$ cat config.mk
export PLATFORM = sky130hd
export DESIGN_NAME = i2s_adc_receiver
export DESIGN_NICKNAME = d
export VERILOG_FILES = /design/src/rtl/i2s_adc_receiver.sv
export SDC_FILE = /design/constraint.sdc
export NUM_CORES = 1
export LEC_CHECK = 0
export ABC_AREA = 1
export CAP_MARGIN = 10
export CORE_ASPECT_RATIO = 0.5
export CORE_MARGIN = 2
export CORE_UTILIZATION = 40
export DETAILED_ROUTE_END_ITERATION = 8
export DONT_BUFFER_PORTS = 1
export PLACE_DENSITY = 0.59
export SLEW_MARGIN = 10
export SYNTH_ARGS = -nofsm -noshare
export SYNTH_HDL_FRONTEND = slang
export SYNTH_SLANG_ARGS = --single-unit
export TNS_END_PERCENT = 10
$ cat constraint.sdc
create_clock -name CLOCK_50 -period 2.35 [get_ports CLOCK_50]
set_clock_uncertainty 0.2 [all_clocks]
set_input_delay 0.3525 -clock CLOCK_50 [delete_from_list [all_inputs] [get_ports CLOCK_50]]
set_output_delay 0.3525 -clock CLOCK_50 [all_outputs]
set_load 0.03 [all_outputs]
$ cat src/rtl/i2s_adc_receiver.sv
// i2s_adc_receiver
//   I2S capture path for the WM8731 ADC with the FPGA as clock master.
//   Generates AUD_BCLK / AUD_ADCLRCK from CLOCK_50 and deserialises
//   AUD_ADCDAT (MSB first, one BCLK after the LRCK edge) into parallel
//   left/right samples. Each completed stereo frame is offered on a
//   valid/ready interface.
//
// Ports
//   CLOCK_50      in   system clock, all logic on its rising edge
//   RESET         in   synchronous, active-high
//   AUD_ADCDAT    in   serial data from codec (asynchronous, 2-flop sync)
//   AUD_BCLK      out  bit clock, period 2*BCLK_HALF system cycles
//   AUD_ADCLRCK   out  channel clock, 0 = left slot, 1 = right slot
//   LEFT_DATA     out  last completed left sample
//   RIGHT_DATA    out  last completed right sample
//   SAMPLE_VALID  out  LEFT_DATA/RIGHT_DATA hold an unconsumed frame
//   SAMPLE_READY  in   consumer accepts the frame when high with VALID
//   OVERRUN       out  sticky, a frame was overwritten before acceptance
module i2s_adc_receiver #(
  parameter int BCLK_HALF  = 8,
  parameter int DATA_WIDTH = 16
) (
  input  logic                  CLOCK_50,
  input  logic                  RESET,
  input  logic                  AUD_ADCDAT,
  output logic                  AUD_BCLK,
  output logic                  AUD_ADCLRCK,
  output logic [DATA_WIDTH-1:0] LEFT_DATA,
  output logic [DATA_WIDTH-1:0] RIGHT_DATA,
  output logic                  SAMPLE_VALID,
  input  logic                  SAMPLE_READY,
  output logic                  OVERRUN
);

  localparam int DIV_W = $clog2(BCLK_HALF);

  logic [DIV_W-1:0]      div_cnt;
  logic [5:0]            bit_cnt;
  logic                  adc_s1, adc_s2;
  logic [DATA_WIDTH-1:0] left_sh, right_sh, left_hold;
  logic                  frame_done;

  logic                  half_end, rise, fall;
  logic [4:0]            slot;
  logic                  in_word, word_end;
  logic [DATA_WIDTH-1:0] left_next, right_next;

  // BCLK toggles when the divider wraps; the edge direction is known from
  // the current BCLK level, so rise/fall are decoded one cycle ahead and
  // act on the same clock edge that flips AUD_BCLK.
  assign half_end = (div_cnt == DIV_W'(BCLK_HALF - 1));
  assign rise     = half_end & ~AUD_BCLK;
  assign fall     = half_end &  AUD_BCLK;

  assign AUD_ADCLRCK = bit_cnt[5];
  assign slot        = bit_cnt[4:0];
  // Slot 0 carries the previous word's trailing bit in I2S; slots past the
  // word width are padding.
  assign in_word     = (slot != 5'd0) && ({1'b0, slot} <= 6'(DATA_WIDTH));
  assign word_end    = (slot == 5'(DATA_WIDTH));

  assign left_next   = DATA_WIDTH'({left_sh,  adc_s2});
  assign right_next  = DATA_WIDTH'({right_sh, adc_s2});

  // Clock generation and slot counting
  always_ff @(posedge CLOCK_50) begin
    if (RESET) begin
      div_cnt  <= '0;
      AUD_BCLK <= 1'b0;
      bit_cnt  <= '0;
    end else begin
      if (half_end) begin
        div_cnt  <= '0;
        AUD_BCLK <= ~AUD_BCLK;
      end else begin
        div_cnt  <= div_cnt + DIV_W'(1);
      end
      if (fall)
        bit_cnt <= bit_cnt + 6'd1;
    end
  end

  // Input synchroniser and per-channel deserialisers
  always_ff @(posedge CLOCK_50) begin
    if (RESET) begin
      adc_s1     <= 1'b0;
      adc_s2     <= 1'b0;
      left_sh    <= '0;
      right_sh   <= '0;
      left_hold  <= '0;
      frame_done <= 1'b0;
    end else begin
      adc_s1     <= AUD_ADCDAT;
      adc_s2     <= adc_s1;
      frame_done <= rise & word_end & bit_cnt[5];
      if (rise && in_word) begin
        if (bit_cnt[5]) right_sh <= right_next;
        else            left_sh  <= left_next;
      end
      // Left word is parked so the left shifter is free while right arrives.
      if (rise && word_end && !bit_cnt[5])
        left_hold <= left_next;
    end
  end

  // Output frame register and handshake. A load always wins over an
  // accept in the same cycle, so VALID stays high for the new frame.
  always_ff @(posedge CLOCK_50) begin
    if (RESET) begin
      LEFT_DATA    <= '0;
      RIGHT_DATA   <= '0;
      SAMPLE_VALID <= 1'b0;
      OVERRUN      <= 1'b0;
    end else if (frame_done) begin
      LEFT_DATA    <= left_hold;
      RIGHT_DATA   <= right_sh;
      SAMPLE_VALID <= 1'b1;
      if (SAMPLE_VALID && !SAMPLE_READY)
        OVERRUN <= 1'b1;
    end else if (SAMPLE_VALID && SAMPLE_READY) begin
      SAMPLE_VALID <= 1'b0;
    end
  end

endmodule

==> results.cfg, run 1 <==
[detailed_routing]
drt_iter0_markers = 145
vias_per_cell = 4.92
first_pass_iters = 4
ant_nets = 0
route.detailed.drc = 0
wire_per_inst_um = 12.2
vias = 2984
drt_wl_total_um = 7410

[clocking]
clock-root-buffer = clkbuf_16
cts_tree = done
clock_latency_ns = 0.34
cts_buffers = 9
h-tree-depth = 3
clockBufferDepth = 2
path_clk_slew_ns = 0.06
cts_sinks = 94

[critical_path]
crit_chain = inv_1 > ha_1 > nor3b_1 > ha_1 > inv_2 > nand3_2 > nor2_4 > nor2_1 > nor2_1
end_kind = flop
slowest_delay_ns = 0.35
worstReg2RegStart = bit_cnt[0]$_SDFFE_PP0P_
cp.required_ns = 2.43
worstSetupPathType = reg2reg
cp_slowest_cell = dfxtp_1
rrSetupSlack_ns = 0.34
cp-start-kind = flop
cp.arrival_ns = 2.09
reg2regPathDepth = 9
endpoint = right_sh[5]$_SDFFE_PP0P_
r2r_end = right_sh[5]$_SDFFE_PP0P_
cp.depth = 9
crit_family = simple AND/OR/NAND/NOR gates
cp.buffers_inverters = 2
cp_max_fo = 16
crit_start = bit_cnt[0]$_SDFFE_PP0P_

[floorplan]
dieHeight_um = 72.2
top_level_ports = 40
die_w_um = 140
dieArea_um2 = 10100
coreArea_um2 = 8860
start_util_pct = 42.0
num_rows = 24

[grt]
grt_pass1_vias = 2814
track_usage_pct = 15.8
grt_max_degree = 48
grt_overflow = 0
antenna_found_initial = 0
grt_pass1_wl_um = 12800

[synth]
yosys.area_share.simple_pct = 30.6
yosysWarningCount = 0
seq_area_frac_synth_pct = 50.6
synth_area_per_cell_um2 = 7.54
synth_area_leaders = dfxtp_1, nor2_1, nand4_1
yosys_register_bits = 94
yosysTopAreaCellShare_pct = 50.6
syn_nets = 503
synthMuxAreaShare_pct = 0
synth_cell_type_count = 21
yosys.area_share.xor_xnor_pct = 0
synth_compound_area_share_pct = 7.73
synth_top_family_by_area = simple AND/OR/NAND/NOR gates
syn_inst = 494
syn_area_um2 = 3720
synth_fa_ha_area_share_pct = 1.68
synth_top_cell_by_area = dfxtp_1

[place]
routabilityCongestion = 0.719
io_buffers = 0
place_area_um2 = 3810
dp_hpwl_um = 4740

[power]
power_density_nw_per_um2 = 796
vdd_drop_max_mv = 0.374
p_leak_nw = 1.65

[job]
maxCapViolCount = 0

[finish]
final_common_cell = nor2_1
stdcell_area_um2 = 4190
nets = 495
areaGrowthSynthToFinish_pct = 12.4
diodes = 0
drive_gt1_share_pct = 7.76
final_cell_mix = nor2_1, dfxtp_1, nand2_1

[min_path]
min_from = SAMPLE_READY
hold_path.class = in2reg

[sta]
max_slew_margin_pct = 69.6
timing.final.crit_share_pct = 85.7
maxSlewViolCount = 0
rsz0062_at_grt = false
fin_crit_ns = 2.01
finalSetupViolCount = 0
hold_viol_final = 0
finalSetupTns_ns = 0
worst_slew_pin_slew_ns = 0.456
fmax_mhz = 496

[outcome]
status = complete, no violations
[worst register-to-register path, delay by kind of cell (launching register included)]
kind	cells	cell delay, ns
buffers and inverters	2	0.14
and+or+nand+nor	5	0.79
DFF	1	0.35
adders and majority gates	2	0.47
[synthesized netlist by cell type]
| cell | instances |
|---|---|
| nor2_1 | 143 |
| nand4_1 | 47 |
| nand3_2 | 2 |
| ha_1 | 5 |
| buf_1 | 3 |
| nor2_4 | 3 |
| o21ai_0 | 35 |
| buf_6 | 4 |
| inv_1 | 40 |
| nor3b_1 | 1 |
| o21a_1 | 1 |
| inv_2 | 5 |
| nor3_1 | 1 |
| buf_4 | 4 |
| a21oi_1 | 21 |
| dfxtp_1 | 94 |
| clkbuf_1 | 12 |
| buf_2 | 10 |
| nand2_1 | 59 |
| nor2_2 | 1 |
| nand3_1 | 3 |
[metal layers]
| layer | vias up | GRT usage [%] | routed length (um) |
|---|---|---|---|
| met2 | 44 | 26.4 | 3210 |
| li1 | 1571 | - | - |
| met1 | 1359 | 19.3 | 3760 |
| met5 | - | 0 | 0 |
| met3 | 10 | 5.54 | 327 |
| met4 | 0 | 5.84 | 109 |
[area by class of cell]
cell class / instances / area [um^2]
Clock inverter: 5 / 108
Multi-Input combinational cell: 322 / 1490
Sequential cell: 94 / 1880
Fill cell: 896 / 4670
Clock buffer: 10 / 239
Inverter: 45 / 169
Timing Repair Buffer: 14 / 150
Tap cell: 117 / 146
[worst min-delay path by stage]
stage                     slack [ns]                   end  cells past startpoint
after CTS                       0.13  OVERRUN$_SDFFE_PP0P_                      4
after global routing            0.17  OVERRUN$_SDFFE_PP0P_                      4
after detailed placement        0.20     adc_s2$_SDFF_PP0_                      2
after floorplan                 0.19     adc_s2$_SDFF_PP0_                      2
after global placement          0.20     adc_s2$_SDFF_PP0_                      2
final                           0.13  OVERRUN$_SDFFE_PP0P_                      4
[registers in the layout (all words and copies together), names as in the netlist, 3 cells and up]
signal,cells
left_hold,16
bit_cnt,6
RIGHT_DATA,16
LEFT_DATA,16
right_sh,16
div_cnt,3
left_sh,15
[power breakdown]
| part | total (mW) | leakage, nW | switching (mW) | internal [mW] |
|---|---|---|---|---|
| combinational | 0.0682 | 0.724 | 0.0433 | 0.0249 |
| sequential | 1.60 | 0.758 | 0.00276 | 1.60 |
| clock | 1.66 | 0.169 | 0.597 | 1.07 |
| total | 3.33 | 1.65 | 0.643 | 2.69 |
[timing repair]
action / 4_1_cts / 5_1_grt
hold buffers: 3 / 0
endpoints found under the setup margin: 0 / 1
gates resized for setup: 0 / 1
setup buffers: 0 / 0
endpoints found under the hold margin: 4 / 0
[logic make-up after synthesis]
group / Yosys count
compound gates: 57
fa+ha+maj: 5
buf+inv: 78
flops: 94
simple gates: 260
[stage by stage]
stage / utilization (%) / hold slack, ns / cells / total power [mW] / setup WS (ns)
floorplan: - / 0.188 / 494 / 1.69 / 0.477
global placement: 43.0 / 0.199 / 589 / 1.70 / 0.371
detailed placement: 43.0 / 0.202 / 589 / 1.70 / 0.331
CTS: 47.2 / 0.125 / 607 / 3.38 / 0.192
global route: 47.2 / 0.169 / 607 / 3.46 / 0.150
finish: 47.2 / 0.133 / 607 / 3.33 / 0.335
Note: power is estimated with default switching activity, not from simulation.
==> run 2: changes to the inputs <==
--- a/config.mk
+++ b/config.mk
@@ -9,10 +9,10 @@
 export CAP_MARGIN = 10
 export CORE_ASPECT_RATIO = 0.5
 export CORE_MARGIN = 2
-export CORE_UTILIZATION = 40
+export CORE_UTILIZATION = 30
 export DETAILED_ROUTE_END_ITERATION = 8
 export DONT_BUFFER_PORTS = 1
-export PLACE_DENSITY = 0.59
+export PLACE_DENSITY = 0.49
 export SLEW_MARGIN = 10
 export SYNTH_ARGS = -nofsm -noshare
 export SYNTH_HDL_FRONTEND = slang
==> run 2 against run 1 <==
Clock power decreased by 12%. Critical path depth is the same. First-iteration DRC count rose by 14%. Final area down 0.81%. Flip-flop and latch count unchanged. Clock-buffer cell count up 1. Die area increased by 32%. Global-route usage fell by 3.3 points. Via count fell by 1.1%. Highest routed layer unchanged. Worst setup slack lost 0.056 ns.
==> results.cfg, run 2 (same netlist as run 1, synthesis figures left out) <==
[place]
io_buffers = 0
routabilityCongestion = 0.688
place_inst = 635
dp_hpwl_um = 4900

[power]
vdd_drop_max_mv = 0.460
p_leak_nw = 1.60
power.total_mw = 3.13
power_density_nw_per_um2 = 753

[sta]
rsz0062_at_grt = false
finalSetupViolCount = 0
fin_crit_ns = 2.07
fmax_mhz = 483
timing.final.crit_share_pct = 88.1
finalSetupTns_ns = 0
hold_viol_final = 0
worst_slew_pin_slew_ns = 0.466
maxSlewViolCount = 0
max_slew_margin_pct = 68.9

[finish]
diodes = 0
stdcell_count = 653
final_cell_mix = nor2_1, dfxtp_1, nand2_1
drive_gt1_share_pct = 6.97
areaGrowthSynthToFinish_pct = 11.5
nets = 492
final_common_cell = nor2_1

[job]
maxCapViolCount = 0

[detailed_routing]
first_pass_iters = 4
vias = 2952
ant_nets = 0
route.detailed.drc = 0
drt_wl_total_um = 7950
vias_per_cell = 4.52
drt_iter0_markers = 165
wire_per_inst_um = 12.2

[clocking]
cts_sinks = 94
path_clk_slew_ns = 0.07
cts_tree = done
clock_latency_ns = 0.34
clock-root-buffer = clkbuf_16
clockBufferDepth = 2
cts_buffers = 9
h-tree-depth = 3

[floorplan]
num_rows = 28
top_level_ports = 40
dieHeight_um = 82.8
coreArea_um2 = 11900
dieArea_um2 = 13400
die_w_um = 162
start_util_pct = 31.2

[critical_path]
reg2regPathDepth = 9
cp.arrival_ns = 2.14
cp-start-kind = flop
worstSetupPathType = reg2reg
cp_max_fo = 16
end_kind = flop
cp.required_ns = 2.42

[min_path]
hold_path_depth = 3
hold_path.class = in2reg

[grt]
antenna_found_initial = 0
grt_overflow = 0
grt_max_degree = 61
track_usage_pct = 12.5
grt_pass1_vias = 2694
grt_pass1_wl_um = 13200

[outcome]
status = complete, no violations
[run 2: cell types whose count changed in the layout (fill, tap and decap cells not counted), sizes merged]
cell | previous run | this run
clkbuf | 10 | 11
inv | 45 | 46
clkinvlp | 0 | 2
buf | 11 | 9
bufinv | 3 | 1
clkinv | 2 | 1
dlygate4sd3 | 3 | 2
[run 2: final timing paths]
kind | start | to | slack (ns)
worst max-delay path | bit_cnt[0]$_SDFFE_PP0P_ | right_sh[0]$_SDFFE_PP0P_ | 0.28
worst min-delay path | SAMPLE_READY | SAMPLE_VALID$_SDFFE_PP0P_ | 0.06
worst max register to register | bit_cnt[0]$_SDFFE_PP0P_ | right_sh[0]$_SDFFE_PP0P_ | 0.28
worst min register to register | adc_s1$_SDFF_PP0_ | adc_s2$_SDFF_PP0_ | 0.22
[run 2: through the flow]
step / instance area, um^2 / hold WS, ns / util, % / setup slack [ns]
2_1_floorplan: 3720 / 0.188 / - / 0.477
3_5_place_dp: 3840 / 0.216 / 32.1 / 0.310
4_1_cts: 4150 / 0.0518 / 34.8 / 0.250
3_3_place_gp: 3840 / 0.204 / 32.1 / 0.358
6_report: 4150 / 0.0592 / 34.8 / 0.279
5_1_grt: 4150 / 0.0712 / 34.8 / 0.0914
[run 2: cell type report]
| class | count | area (um^2) |
|---|---|---|
| clock inverters | 5 | 58.8 |
| repair buffers | 11 | 113 |
| clock buffers | 11 | 233 |
| multi-input cells | 322 | 1490 |
| flip-flops and latches | 94 | 1880 |
| well taps | 165 | 206 |
| fillers | 1292 | 7790 |
| inverters | 45 | 169 |
[run 2: power by group]
group / internal, mW / switching (mW) / leakage (nW) / total, mW
Combinational: 0.0241 / 0.0444 / 0.704 / 0.0685
Clock: 0.828 / 0.629 / 0.136 / 1.46
Sequential: 1.60 / 0.00238 / 0.758 / 1.60
Total: 2.45 / 0.675 / 1.60 / 3.13
[run 2: layer usage]
layer | routed length, um | vias to the layer above | GRT usage (%)
li1 | - | 1560 | -
met1 | 4170 | 1357 | 16.2
met2 | 3420 | 29 | 20.0
met3 | 271 | 6 | 3.90
met4 | 97 | 0 | 4.02
met5 | 0 | - | 0
[run 2: repair_timing]
item	in CTS	in global routing
hold buffers	2	0
buffers inserted	0	0
resized for setup	0	0
hold endpoints to repair	4	0
[run 2: critical path, stage by stage (launching register included)]
cell	delay (ns)
dfxtp_1	0.36
inv_1	0.09
ha_1	0.19
nor3b_1	0.13
ha_1	0.28
inv_2	0.06
nand3_2	0.12
nor2_4	0.35
nor2_1	0.07
nor2_1	0.13
